File: src/rtl/mult_share_arb.sv
// mult_share_arb: two-port arbiter/sequencer for one shared 4x4 Multiplierr.
// Round-robin by default; define MULT_ARB_FIXED_PRIO_EN for fixed port-0 priority.
module Multiplierr #(
  parameter int W = 4
) (
  input  logic [W-1:0]   a,
  input  logic [W-1:0]   b,
  output logic [2*W-1:0] p
);
  assign p = {{W{1'b0}}, a} * {{W{1'b0}}, b};
endmodule

module mult_share_arb #(
  parameter int W = 4
) (
  input  logic           clk,
  input  logic           rst,
  input  logic           req0,
  input  logic [W-1:0]   a0,
  input  logic [W-1:0]   b0,
  input  logic           req1,
  input  logic [W-1:0]   a1,
  input  logic [W-1:0]   b1,
  output logic           gnt0,
  output logic           gnt1,
  output logic           done0,
  output logic           done1,
  output logic [2*W-1:0] p0,
  output logic [2*W-1:0] p1,
  output logic           busy
);
  typedef enum logic [1:0] {IDLE, CALC, DONE} state_t;
  state_t state, state_nx;
  logic [W-1:0] ra, rb;
  logic [2*W-1:0] prod;
  logic win, pick1, grant;
  assign grant = state == IDLE && (req0 || req1);
`ifdef MULT_ARB_FIXED_PRIO_EN
  assign pick1 = req1 & ~req0;
`else
  logic last;
  assign pick1 = req1 & (~req0 | ~last);
  always_ff @(posedge clk) begin
    if (rst) last <= 1'b1;
    else if (grant) last <= pick1;
  end
`endif
  Multiplierr #(.W(W)) u_mul (.a(ra), .b(rb), .p(prod));
  always_comb begin
    state_nx = state == IDLE ? (grant ? CALC : IDLE) : state == CALC ? DONE : IDLE;
  end
  always_ff @(posedge clk) begin
    if (rst) begin
      state <= IDLE;
      ra    <= '0;
      rb    <= '0;
      win   <= 1'b0;
      p0    <= '0;
      p1    <= '0;
    end else begin
      state <= state_nx;
      if (grant) begin
        ra  <= pick1 ? a1 : a0;
        rb  <= pick1 ? b1 : b0;
        win <= pick1;
      end
      if (state == CALC && !win) p0 <= prod;
      if (state == CALC && win) p1 <= prod;
    end
  end
  assign busy  = state != IDLE;
  assign gnt0  = busy & ~win;
  assign gnt1  = busy & win;
  assign done0 = state == DONE && !win;
  assign done1 = state == DONE && win;
endmodule
File: config.mk
export PLATFORM = sky130hd
export DESIGN_NAME = mult_share_arb
export DESIGN_NICKNAME = d
export VERILOG_FILES = /design/src/rtl/mult_share_arb.sv
export SDC_FILE = /design/constraint.sdc
export NUM_CORES = 1
export LEC_CHECK = 0
export CORE_MARGIN = 4
export CORE_UTILIZATION = 44
export DETAILED_ROUTE_END_ITERATION = 7
export GPL_ROUTABILITY_DRIVEN = 0
export PLACE_DENSITY = 0.76
export SETUP_SLACK_MARGIN = 0.5
export SYNTH_ARGS = -nofsm -noshare
export SYNTH_HDL_FRONTEND = slang
export SYNTH_HIERARCHICAL = 1
export SYNTH_SLANG_ARGS = --single-unit
File: constraint.sdc
create_clock -name clk -period 2.5 [get_ports clk]
set_input_delay 0.5 -clock clk [delete_from_list [all_inputs] [get_ports clk]]
set_output_delay 0.5 -clock clk [all_outputs]
set_load 0.1 [all_outputs]
==> reports/results.ini, run 1 <==
[status]
status=complete, but fails checks
violations=setup timing

[sta]
tightest_slew_ps=868.9
fin_crit_sh_pct=104.0
maxClockFrequency_mhz=384.7
hold_viol_final=0
fin_tns_setup_ps=-409.3
timing.final.ws_setup_ps=-99.49
period_needed_ps=2599
rsz0062_at_grt=true
slew_headroom_pct=41.82
skew_ps=6.862
hold_slack_ps=503.7
maxSlewViolCount=0
setup_viol=6

[global_routing]
grt_overflow=0
grtUsageTotal_pct=16.15
grt_pass1_wl_um=5947
grt_max_degree=29
antenna_found_initial=0
grt_pass1_vias=1410

[clocking]
path_clk_slew_ps=90
cts_tree=built
htreeDepth=1
cts_sinks=28
cts_buffers=3
clkLatencyLatePin_ps=270
clockBufferDepth=2
root_buffer=clkbuf_8

[setup_path]
crit_type=reg2reg
r2r_start=rb[3]
cp_slowest_stage_delay_ps=570
arrival_ps=2760
cp.required_ps=2660
r2r_end=p0[7]
startpoint_type=flop
r2r_cells=10
endpoint_kind=flop
path_common_cell=nor2_1
crit_fanout=2
critical_path.cell_chain=nand2_2 -> fa_1 -> inv_2 -> fa_2 -> ha_4 -> a211oi_4 -> nor2_1 -> a211o_1 -> mux2i_1 -> nor2_1
cpMaxStageDelayCell=fa_2
r2r_slack_ps=-100

[drt]
post_drt_wl_per_cell_um=12.69
wirelength_um=3425
vias=1377
vias_per_cell=5.100
first_pass_iters=4
drtAntennaViolNets=0
drtIter0Drc=55
drc=0

[floorplan]
io_pins=41
die_h_um=68.45
die_area_um2=4685
core-area_um2=3442
die_w_um=68.45
start_util_pct=46.71
rows=21

[logic_synthesis]
syn_nets=208
synth_area_per_cell_um2=9.348
ys_seq_elements=28
ys.flop_type=dfxtp_1
mappedNetlistArea_um2=1608
synth_top_area_share_pct=34.86
ys_top_cells_by_area=dfxtp_1 (35%), mux2i_1 (10%), ha_1 (9.3%)
async_reset_ff_share_pct=0
synth_edf_count=0
synth_largest_area_cell=dfxtp_1
ys_warn_count=6
ys_seq_area_share_pct=34.86
synth_cell_types=35
synthCells=172

[hold_path]
hold_depth=2
holdCritStartpoint=p1[5]
hp-class=reg2reg
min_to=p1[5]

[cells_and_area]
seqCellArea_um2=565.5
antenna_cells=0
num-fill-cells=313
multi_input_area_um2=1051
layout.nets=261
drive_above_1_share_pct=29.46
fin_util_pct=64.74
syn2layout_area_growth_pct=38.60

[power]
total_power_mw=1.178
ir_drop_mv=0.3869
powerDensity_nw_per_um2=528.8
p_leak_nw=1.085

[place]
place_hpwl_um=2787
portBuffers=40

[job]
maxCapViolCount=0

critical path, delay by kind of cell (launching register included):
| kind | cells | cell delay, ps |
|---|---|---|
| AOI/OAI and AO/OA | 2 | 480 |
| adders and majority gates | 3 | 1330 |
| buffers and inverters | 1 | 40 |
| DFF | 1 | 340 |
| muxes | 1 | 130 |
| and+or+nand+nor | 3 | 170 |
Yosys cell counts (2+ instances only):
cell and number:
a221o_1 2, mux2i_1 16, fa_1 4, a21o_1 2, inv_1 2, a21oi_1 11, xnor2_1 2, buf_4 4
o21ai_0 2, dfxtp_1 28, nor2_1 20, and2_1 14, a311oi_1 8, clkbuf_1 2, ha_1 12, nor2b_1 2
nand2_1 21, nor3b_1 3
metrics by stage:
step	std cells	cell area, µm²	setup slack, ps
2_1_floorplan	172	1637	-85.18
3_3_place_gp	264	2093	-122.8
4_1_cts	270	2216	-130.2
6_report	270	2228	-99.49
5_1_grt	270	2228	-200.2
3_5_place_dp	264	2093	-192.6
routing by layer:
layer / global-route usage (%) / routed length (µm) / part of all wire [%] / vias to the layer above
li1: - / - / - / 696
met1: 18.64 / 1418 / 41 / 630
met2: 29.56 / 1768 / 52 / 43
met3: 3.284 / 179 / 5.2 / 8
met4: 4.715 / 59 / 1.7 / 0
met5: 0 / 0 / 0 / -
cell families after synthesis:
kind of cell | Yosys count | synth area share [%]
AND/OR/NAND/NOR | 68 | 21.32
flip-flops | 28 | 34.86
adder cells (fa/ha/maj) | 16 | 14.32
multiplexers | 16 | 9.961
AO/OA/AOI/OAI | 30 | 13.85
XOR/XNOR | 3 | 1.635
buffers and inverters | 11 | 4.047
cells in the final DEF, fill, tap and decap left out, types with 2 or more instances in the layout:
master / n
a21o_1: 2
a21oi_1: 9
a21oi_2: 2
a221o_1: 2
a311oi_1: 8
and2_1: 13
buf_4: 36
clkbuf_8: 3
clkdlybuf4s50_1: 19
dfxtp_1: 24
dfxtp_2: 4
fa_2: 3
ha_1: 10
inv_2: 2
mux2i_1: 16
nand2_1: 20
nor2_1: 19
nor2_2: 2
nor2b_1: 2
nor3b_1: 2
nor3b_2: 2
power breakdown:
| part | total [mW] | switching [mW] | leakage, nW | internal [mW] |
|---|---|---|---|---|
| Combinational | 0.334 | 0.195 | 0.819 | 0.139 |
| Clock | 0.349 | 0.135 | 0.0357 | 0.214 |
| Sequential | 0.495 | 0.0222 | 0.230 | 0.473 |
flip-flops by register name, indices dropped and copies added, names as in the netlist:
register / flops
last: 1
state: 2
ra: 4
rb: 4
win: 1
p0: 8
p1: 8
worst max-delay path by stage:
stage / start / end / slack (ps) / cells after the start
floorplan: rb[3] / p0[7] / -90 / 10
global placement: rb[3] / p0[7] / -120 / 10
detailed placement: rb[3] / p0[7] / -190 / 10
CTS: rb[3] / p0[6] / -130 / 10
global route: rb[3] / p0[6] / -200 / 10
finish: rb[3] / p0[7] / -100 / 10
repair_timing:
item	in CTS	in global routing
setup endpoints to repair	11	10
cloned	0	0
pin swaps	14	6
hold buffers	0	0
setup buffers	2	0
gates resized for setup	7	5
area by class of cell:
cell class / count / share of cell area, %
tap: 46 / 2.583
clock buffer: 3 / 1.853
inverter: 3 / 0.5053
timing repair buffer: 56 / 21.17
multi-input combinational: 133 / 47.16
clock inverter: 1 / 1.348
sequential: 28 / 25.38
No activity file was read; power rests on OpenSTA's default activity.
==> run 2: changes to the inputs <==
--- a/config.mk
+++ b/config.mk
@@ -5,10 +5,12 @@
 export SDC_FILE = /design/constraint.sdc
 export NUM_CORES = 1
 export LEC_CHECK = 0
+export ABC_CLOCK_PERIOD_IN_PS = 2500
 export CORE_MARGIN = 4
 export CORE_UTILIZATION = 44
 export DETAILED_ROUTE_END_ITERATION = 7
 export GPL_ROUTABILITY_DRIVEN = 0
+export MAX_ROUTING_LAYER = met4
 export PLACE_DENSITY = 0.76
 export SETUP_SLACK_MARGIN = 0.5
 export SYNTH_ARGS = -nofsm -noshare
==> reports/results.ini, run 2 (synthesized netlist as in run 1, its figures left out) <==
[status]
status=complete, but fails checks
violations=setup timing

[drt]
drtIter0Drc=57
vias_per_cell=5.100
drc=0
post_drt_wl_per_cell_um=12.67
wirelength_um=3422
first_pass_iters=4
vias=1377
drtAntennaViolNets=0

[setup_path]
crit_fanout=2
arrival_ps=2760
crit_type=reg2reg
startpoint_type=flop
endpoint_kind=flop
cp.required_ps=2660

[power]
pwr-share-comb_pct=28.4
p_sw_uw=352.4
total_power_mw=1.178
internal_power_uw=825.9
powerDensity_nw_per_um2=528.8
p_leak_nw=1.085
pwr-share-seq_pct=42.0
swShare_pct=29.91
ir_drop_mv=0.3869
p_clk_share_pct=29.6

[floorplan]
core-area_um2=3442
die_w_um=68.45
start_util_pct=46.71
io_pins=41
die_area_um2=4685
rows=21
die_h_um=68.45

[sta]
slew_headroom_pct=41.82
fin_crit_sh_pct=104.0
rsz0062_at_grt=true
period_needed_ps=2599
hold_viol_final=0
timing.final.ws_setup_ps=-99.49
skew_ps=6.862
setup_viol=6
tightest_slew_ps=868.9
maxClockFrequency_mhz=384.7
maxSlewViolCount=0

[global_routing]
met1_usage_pct=19.14
grtUsageMet3_pct=2.463
grt_pass1_wl_um=5947
grt_pass1_vias=1410
grtUsageTotal_pct=16.60
antenna_found_initial=0
grt_max_degree=29
top_usage_layer=met2
grt_overflow=0
gr-usage-met2_pct=29.56

[cells_and_area]
reg_top3=p0 (8), p1 (8)
seqCellArea_um2=565.5
instances_no_fill=270
drive_above_1_share_pct=29.46
final_common_cell=buf_4
multi_input_area_um2=1051
layout.nets=261
final_cell_mix=buf_4 (36), dfxtp_1 (24), nand2_1 (20)
syn2layout_area_growth_pct=38.60
fin_util_pct=64.74
num-fill-cells=313
antenna_cells=0

[clocking]
clkLatencyLatePin_ps=270
root_buffer=clkbuf_8
htreeDepth=1
cts_sinks=28
cts_buffers=3
hold_buffers=0
path_clk_slew_ps=90
clockBufferDepth=2
cts_tree=built

[place]
place_ws_ps=-192.6
place_inst=264
portBuffers=40
place_hpwl_um=2787

[hold_path]
hp-class=reg2reg

[job]
maxCapViolCount=0

-- run 2: final timing paths --
check	start	endpoint	slack (ps)	cells after the start
worst max register to register	rb[3]	p0[7]	-100	10
worst min register to register	p1[5]	p1[5]	500	2
worst min-delay path	p1[5]	p1[5]	500	2
worst max-delay path	rb[3]	p0[7]	-100	10
-- run 2: power groups by stage --
stage          combinational, mW  sequential, mW  clock [mW]
6_report                   0.334           0.495       0.349
3_5_place_dp               0.319           0.505           0
2_1_floorplan              0.185           0.538           0
4_1_cts                    0.334           0.495       0.359
3_3_place_gp               0.313           0.503           0
5_1_grt                    0.363           0.501       0.373
-- run 2: stage by stage --
stage / area (µm²) / hold slack [ps] / setup TNS, ps
final: 2228 / 503.7 / -409.3
after global routing: 2228 / 524.1 / -1176
after CTS: 2216 / 512.2 / -551.0
after detailed placement: 2093 / 484.9 / -702.6
after global placement: 2093 / 474.8 / -319.1
after floorplan: 1637 / 511.0 / -185.5
-- run 2: layer usage --
layer | part of all wire (%) | wire, µm
met5 | 0 | 0
met3 | 4.1 | 142
met1 | 42 | 1453
met2 | 52 | 1767
met4 | 1.7 | 59
-- run 2: area by class of cell --
class                      count  share of cell area [%]
multi-input combinational    133                   47.16
timing repair buffer          56                   21.17
clock buffer                   3                   1.853
clock inverter                 1                   1.348
tap                           46                   2.583
sequential                    28                   25.38
inverter                       3                  0.5053
-- run 2: worst max-delay path, cell delays in order, from the launching register on --
cell,delay (ps)
dfxtp_2,340
nand2_2,60
fa_1,540
inv_2,40
fa_2,570
ha_4,220
a211oi_4,210
nor2_1,60
a211o_1,270
mux2i_1,130
nor2_1,50
-- run 2: repair_timing --
item / 4_1_cts / 5_1_grt
endpoints found under the hold margin: 0 / 0
gates resized for setup: 7 / 5
setup buffers: 2 / 0
pin swaps: 14 / 6
setup endpoints to repair: 11 / 10
